--- config.mk ---
export PLATFORM = sky130hd
export DESIGN_NAME = rr_axi_sel_ctrl
export DESIGN_NICKNAME = d
export VERILOG_FILES = /design/src/rtl/rr_axi_sel_ctrl.sv
export SDC_FILE = /design/constraint.sdc
export NUM_CORES = 1
export LEC_CHECK = 0
export ABC_AREA = 1
export CAP_MARGIN = 20
export CORE_MARGIN = 1.5
export CORE_UTILIZATION = 30
export CTS_BUF_LIST = sky130_fd_sc_hd__clkbuf_4
export DETAILED_ROUTE_END_ITERATION = 12
export PLACE_DENSITY = 0.5
export SETUP_SLACK_MARGIN = 0.02
export SKIP_LAST_GASP = 1
export SYNTH_ARGS = -nofsm -noshare
export SYNTH_HDL_FRONTEND = slang
export SYNTH_SLANG_ARGS = --single-unit
--- constraint.sdc ---
create_clock -name clk -period 1.3 [get_ports clk]
set_input_delay 0.39 -clock clk [delete_from_list [all_inputs] [get_ports clk]]
set_output_delay 0.39 -clock clk [all_outputs]
set_load 0.02 [all_outputs]
--- src/rtl/rr_axi_sel_ctrl.sv ---
// Record/replay AXI selector sequencer: flips sel only when the bus is idle.
// Quiesces upstream, drains in-flight bursts, switches, then settles.
module rr_axi_sel_ctrl #(
  parameter int CNT_WIDTH      = 8,
  parameter int SETTLE_CYCLES  = 2,
  parameter int TIMEOUT_CYCLES = 4096
) (
  input  logic clk,
  input  logic rst_n,
  input  logic req_sel,
  input  logic awvalid,
  input  logic awready,
  input  logic wvalid,
  input  logic wready,
  input  logic wlast,
  input  logic bvalid,
  input  logic bready,
  input  logic arvalid,
  input  logic arready,
  input  logic rvalid,
  input  logic rready,
  input  logic rlast,
  output logic sel,
  output logic quiesce,
  output logic busy,
  output logic switch_done,
  output logic drain_timeout,
  output logic cnt_err
);

  localparam logic [1:0] S_IDLE   = 2'd0;
  localparam logic [1:0] S_DRAIN  = 2'd1;
  localparam logic [1:0] S_SWITCH = 2'd2;
  localparam logic [1:0] S_SETTLE = 2'd3;

  localparam int SW = (SETTLE_CYCLES > 1) ?
    $clog2(SETTLE_CYCLES) : 1;
  localparam int TW = (TIMEOUT_CYCLES > 1) ?
    $clog2(TIMEOUT_CYCLES + 1) : 1;

  localparam logic [SW-1:0] S_LAST =
    SW'(SETTLE_CYCLES - 1);
  localparam logic [TW-1:0] T_LAST =
    TW'((TIMEOUT_CYCLES > 0) ? TIMEOUT_CYCLES - 1 : 0);
  localparam logic [SW-1:0] S_ONE = SW'(1);
  localparam logic [TW-1:0] T_ONE = TW'(1);

  localparam logic [CNT_WIDTH-1:0] C_ONE = CNT_WIDTH'(1);
  localparam logic signed [CNT_WIDTH:0] P_ONE =
    (CNT_WIDTH+1)'(1);
  localparam logic signed [CNT_WIDTH:0] P_MAX =
    {1'b0, {CNT_WIDTH{1'b1}}};
  localparam logic signed [CNT_WIDTH:0] P_MIN =
    {1'b1, {CNT_WIDTH{1'b0}}};

  logic [1:0]                  state;
  logic [CNT_WIDTH-1:0]        wr_out, wr_nxt;
  logic [CNT_WIDTH-1:0]        rd_out, rd_nxt;
  logic signed [CNT_WIDTH:0]   w_pend, wp_nxt;
  logic                        wr_e, rd_e, wp_e;
  logic [TW-1:0]               tcnt;
  logic [SW-1:0]               scnt;
  logic                        aw_hs, wl_hs, b_hs;
  logic                        ar_hs, rl_hs;
  logic                        quiescent;

  assign aw_hs = awvalid & awready;
  assign wl_hs = wvalid & wready & wlast;
  assign b_hs  = bvalid & bready;
  assign ar_hs = arvalid & arready;
  assign rl_hs = rvalid & rready & rlast;

  assign quiescent = (wr_out == '0) && (w_pend == '0) &&
                     (rd_out == '0) && !awvalid &&
                     !arvalid && !wvalid;

  assign busy = (state != S_IDLE);

  // Counters saturate instead of wrapping; the error stays sticky.
  always_comb begin
    wr_nxt = wr_out;
    wr_e   = 1'b0;
    if (aw_hs && !b_hs) begin
      if (&wr_out) wr_e = 1'b1;
      else wr_nxt = wr_out + C_ONE;
    end else if (!aw_hs && b_hs) begin
      if (wr_out == '0) wr_e = 1'b1;
      else wr_nxt = wr_out - C_ONE;
    end
  end

  always_comb begin
    rd_nxt = rd_out;
    rd_e   = 1'b0;
    if (ar_hs && !rl_hs) begin
      if (&rd_out) rd_e = 1'b1;
      else rd_nxt = rd_out + C_ONE;
    end else if (!ar_hs && rl_hs) begin
      if (rd_out == '0) rd_e = 1'b1;
      else rd_nxt = rd_out - C_ONE;
    end
  end

  // W may lead AW, so this one runs negative.
  always_comb begin
    wp_nxt = w_pend;
    wp_e   = 1'b0;
    if (aw_hs && !wl_hs) begin
      if (w_pend == P_MAX) wp_e = 1'b1;
      else wp_nxt = w_pend + P_ONE;
    end else if (!aw_hs && wl_hs) begin
      if (w_pend == P_MIN) wp_e = 1'b1;
      else wp_nxt = w_pend - P_ONE;
    end
  end

  always_ff @(posedge clk or negedge rst_n) begin
    if (!rst_n) begin
      wr_out  <= '0;
      rd_out  <= '0;
      w_pend  <= '0;
      cnt_err <= 1'b0;
    end else begin
      wr_out <= wr_nxt;
      rd_out <= rd_nxt;
      w_pend <= wp_nxt;
      if (wr_e || rd_e || wp_e) cnt_err <= 1'b1;
    end
  end

  always_ff @(posedge clk or negedge rst_n) begin
    if (!rst_n) begin
      state         <= S_IDLE;
      sel           <= 1'b0;
      quiesce       <= 1'b0;
      switch_done   <= 1'b0;
      drain_timeout <= 1'b0;
      tcnt          <= '0;
      scnt          <= '0;
    end else begin
      switch_done <= 1'b0;
      case (state)
        S_IDLE: begin
          if (req_sel != sel) begin
            state   <= S_DRAIN;
            quiesce <= 1'b1;
            tcnt    <= '0;
          end
        end
        S_DRAIN: begin
          if (TIMEOUT_CYCLES != 0 && tcnt == T_LAST)
            drain_timeout <= 1'b1;
          if (!(&tcnt)) tcnt <= tcnt + T_ONE;
          if (req_sel == sel) begin
            state   <= S_IDLE;
            quiesce <= 1'b0;
          end else if (quiescent) begin
            state <= S_SWITCH;
          end
        end
        S_SWITCH: begin
          sel   <= ~sel;
          scnt  <= '0;
          state <= S_SETTLE;
        end
        S_SETTLE: begin
          if (scnt == S_LAST) begin
            state       <= S_IDLE;
            quiesce     <= 1'b0;
            switch_done <= 1'b1;
          end else begin
            scnt <= scnt + S_ONE;
          end
        end
        default: state <= S_IDLE;
      endcase
    end
  end

endmodule

**Word level (Yosys, flattened, before mapping)**

Index checks and enable logic that the tools add are counted.

- Reductions and logical operators: 42
- Shift operators: 0
- Multiply operators: 0
- Order comparisons: 0
- Divide/modulo/power cells: 0
- $add $sub $neg: 8
- Equality and inequality tests: 19
- Bitwise gates (word level): 8
- Mux-type cells: 40

Operator list:

| cell | count |
|---|---|
| 8-bit two-way mux | 8 |
| 9-bit two-way mux | 4 |
| 13-bit two-way mux | 2 |
| 13-bit one-hot mux with 2 select lines | 1 |
| 9-bit equality test (second input constant) | 2 |
| 1-bit two-way mux | 18 |
| 2-bit inequality test (second input constant) | 9 |
| 8-bit by 1-bit adder with 8-bit output (second input constant) | 2 |
| 8-bit zero test | 2 |
| 8-bit AND reduction | 2 |
| 8-bit by 1-bit subtractor with 8-bit output (second input constant) | 2 |
| 3-bit AND reduction | 5 |
| 13-bit by 1-bit adder with 13-bit output (second input constant) | 1 |
| 13-bit by 12-bit equality test with 1-bit output (second input constant) | 1 |
| 13-bit AND reduction | 1 |
| 2-bit nonzero test | 6 |
| 1-bit logical AND | 11 |
| 9-bit by 2-bit adder with 9-bit output (second input constant) | 1 |
| 9-bit zero test | 1 |
| 9-bit by 2-bit subtractor with 9-bit output (second input constant) | 1 |
| 1-bit zero test | 8 |
| 2-bit two-way mux | 4 |
| 2-bit one-hot mux with 4 select lines | 1 |
| 1-bit AND | 7 |
| other kinds (15) | 17 |

- Memories kept: 0
- ROM bits: 0
- Flip-flop bits (word level): 46
- Output and inout port bits: 6
- Latch bits: 0
- RAM bits: 0
- Bits of input ports: 15

**Depth between registers and ports, before layout**

- Depth after elaboration: 9
- Gate-level depth with buffers: 14
- Mapped depth without buffers: 14

**Worst setup path before layout**

OpenSTA, ideal clock, no wires.

- Kind: input to register
- Start: input port awvalid
- End: register wr_out[7]
- Setup slack: -0.622 ns
- Data arrival time: 1.805 ns
- Required time: 1.184 ns
- Stages: 13
- Cells stage by stage: nand2_1 -> inv_1 -> ha_1 -> inv_1 -> ha_1 -> a21oi_1 -> nand2_1 -> nand2_1 -> nand2_1 -> nand2_1 -> nand2_1 -> nand2_1 -> nand2_1

- Word-level cells in the longest chain between the ends: 5
- Elaborated cells on any way between the ends: 9
- Those cells by class: eq/ne: 2; mux: 1; bitwise: 1; reduce/logical: 5

Ends and longest elaborated chain:

| what | line | text |
|---|---|---|
| start, declared | 11 | `input logic awvalid,` |
| 1-bit AND * | 67 | `assign aw_hs = awvalid & awready;` |
| 1-bit zero test | 86 | `end else if (!aw_hs && b_hs) begin` |
| 1-bit logical AND | 86 |  |
| 2-bit nonzero test (no line) | - |  |
| 3-bit AND reduction (no line) | - |  |
| end signal, assigned | 124 | `wr_out <= wr_nxt;` |
| end, declared | 57 | `logic [CNT_WIDTH-1:0] wr_out, wr_nxt;` |

Every way passes the cells marked *; elsewhere a longest branch is shown, timed or not.
A chain may end at the register's enable or synchronous reset.

==> flow_metrics.tcl <==
set metrics [dict create \
    min_path_type "in2async" \
    antenna_found_initial 1 \
    dp_hpwl_um 7000 \
    postSynth.asyncResetShare_pct 100 \
    worst_pin_slew_ns 0.316 \
    synth_fp_nets 573 \
    maxSlewViolCount 0 \
    row_count 39 \
    synth_edf_count 0 \
    ir_worst_vdd_mv 0.883 \
    fin_crit_sh_pct 117 \
    die_area_um2 12600 \
    ys_types 31 \
    drive_gt1_share_pct 50.5 \
    clkPwrFrac_pct 6.7 \
    violations "setup timing" \
    finalWirelength_um 9790 \
    cap_violations 0 \
    yosysSeqAreaShare_pct 32.1 \
    slew_headroom_pct 78.8 \
    p_comb_share_pct 70.5 \
    rsz0062_at_grt "true" \
    powerDensity_nw_per_um2 1990 \
    die_x_um 112 \
    fin_ws_ns -0.227 \
    coreArea_um2 11500 \
    hold_viol_final 0 \
    ys_ff_latch 46 \
    grt_pass1_vias 3589 \
    worstPathMaxFanout 2 \
    grt_max_degree 38 \
    p_sw_share_pct 45.9 \
    clock-sinks 46 \
    place_inst 767 \
    yosysTopAreaCell "dfrtp_1" \
    io_buffers 20 \
    syn_area_um2 3580 \
    end_kind "output pin" \
    cts_tree "done" \
    insertion_delay_ns 0.40 \
    ios 21 \
    design_area_um2 5880 \
    vias 3729 \
    avgSynthCellArea_um2 6.75 \
    fmax_ghz 0.655 \
    cts-root-buf "clkbuf_4" \
    wl_per_cell_um 12.1 \
    nNetsFinal 705 \
    overflow 0 \
    critPathKind "reg2out" \
    syn2layout_area_growth_pct 64.2 \
    fin_crit_ns 1.53 \
    startpoint_type "flip-flop" \
    synth_area_leaders "dfrtp_1, nand2_1, inv_1, ha_1, nand3_1" \
    setup_violations 42 \
    ant_nets 0 \
    dpl_cell_area_um2 4940 \
    status "finished with violations" \
    dr.first_iter.drc_count 160 \
    r2r_setup_slack_ns -0.15 \
    tns_ns -2.50 \
    arrival_ns 1.14 \
    p_int_w 0.00633 \
    p_seq_share_pct 22.8 \
    synth_ff_type "dfrtp_1" \
    firstDrtPassIters 4 \
    synth_top_cells_by_count "nand2_1, inv_1, nand3_1" \
    clk_path_buf_depth 2 \
    path_clk_slew_ns 0.16 \
    drc 0 \
    fin_cells 808 \
    worst-endpoint-required_ns 0.91 \
    yosysWarnings 0 \
    yosysTopAreaCellShare_pct 32.1 \
    p_leak_nw 2.86 \
    track_usage_pct 15.9 \
    die_y_um 112 \
    yosysMostFrequentCell "nand2_1" \
    htree_levels 2 \
    gp_congestion 0.795 \
    finalClockSkew_ns 0.0252 \
    numCtsBuffers 5 \
    start_util_pct 31.1 \
    syn_inst 531 \
    viasPerCell 4.62 \
    grt_pass1_wl_um 16400 \
    p_sw_w 0.00537 \
]
[final cells by class]
| type | instances | area, um^2 |
|---|---|---|
| clock buffers | 5 | 37.5 |
| flip-flops and latches | 46 | 1170 |
| repair inverters | 1 | 6.26 |
| diodes | 1 | 2.50 |
| clock inverters | 3 | 23.8 |
| fillers | 1117 | 5630 |
| well taps | 143 | 179 |
| inverters | 90 | 379 |
| repair buffers | 127 | 1100 |
| multi-input cells | 392 | 2980 |
[metrics by stage]
step	hold slack, ns	utilization, %	total power, W	worst slack [ns]
floorplan	0.0944	-	0.00652	-0.332
detailed placement	0.297	42.9	0.00865	-1.08
finish	0.401	51.1	0.0117	-0.227
CTS	0.401	47.2	0.0106	-0.262
global route	0.427	51.1	0.0128	-0.306
global placement	0.294	42.9	0.00855	-1.06
[sequential cells by signal, summed over array words and instances, names as in the netlist, 8 cells and up, named ones only]
signal / cells
tcnt: 13
w_pend: 9
rd_out: 8
wr_out: 8
[power groups by stage]
stage	clock [W]	combinational, W	sequential (W)
finish	0.000785	0.00825	0.00266
global route	0.000868	0.00918	0.00275
CTS	0.000815	0.00718	0.00257
detailed placement	0	0.00610	0.00254
global placement	0	0.00603	0.00253
floorplan	0	0.00404	0.00248
[routing by layer]
layer	track usage (%)	part of all wire, %
met1	20.9	48
met4	4.47	0.88
met2	27.2	49
met5	0	0
met3	2.48	2.4
[critical path, cell delays in order, from the launching register on]
cell and delay (ns):
dfrtp_1 0.43, nor2_2 0.14, inv_1 0.07, buf_6 0.13
[cells in the final DEF (no fill, tap or decap), types with 3 or more instances in the layout]
master             n
dfrtp_1           27
clkdlybuf4s15_1    3
o21ai_2            5
buf_12             3
o21ai_1           11
nand3_2           17
ha_4              22
xor2_1             7
inv_1             67
dfrtp_2           19
clkbuf_4           5
nand2_1          134
a21oi_1            3
nand3_4           10
nor2_2            16
buf_4             82
nand3_1           33
nand4_1           10
nand2_4            8
a21oi_2            7
buf_6             27
inv_4              6
nor2_1            21
xnor2_2            6
clkinvlp_4         3
inv_2             14
nor2_4             6
buf_2              8
nand2_2           47
fa_2               3
nand2_8            3
[kinds of logic (layout without fill, tap and decap cells)]
family	after synthesis	in the layout	synth area share (%)
and+or+nand+nor	311	312	37.5
AOI/OAI and AO/OA	35	36	5.76
DFF	46	46	32.1
adders and majority gates	27	27	10.1
other	0	1	0
xor gates and xnor gates	17	17	4.15
buffers and inverters	95	226	10.5
[worst paths after layout]
check | start | to | cells after the start
min in group clk | awvalid | flip-flop | 6
worst max register to register | w_pend[1] | w_pend[8] | 9
max in group asynchronous | rst_n | rd_out[0] | 3
worst min register to register | tcnt[12] | tcnt[12] | 1
worst min-delay path | rst_n | wr_out[0] | 2
worst max-delay path | flip-flop | busy | 3
[timing repair]
action                                  4_1_cts  5_1_grt
hold endpoints to repair                      9        0
hold buffers                                  1        0
pin swaps                                    93       74
buffers inserted                             18       14
endpoints found under the setup margin       48       48
gates resized for setup                     176      100
cloned                                        3        0
No activity file was read; power rests on OpenSTA's default activity.
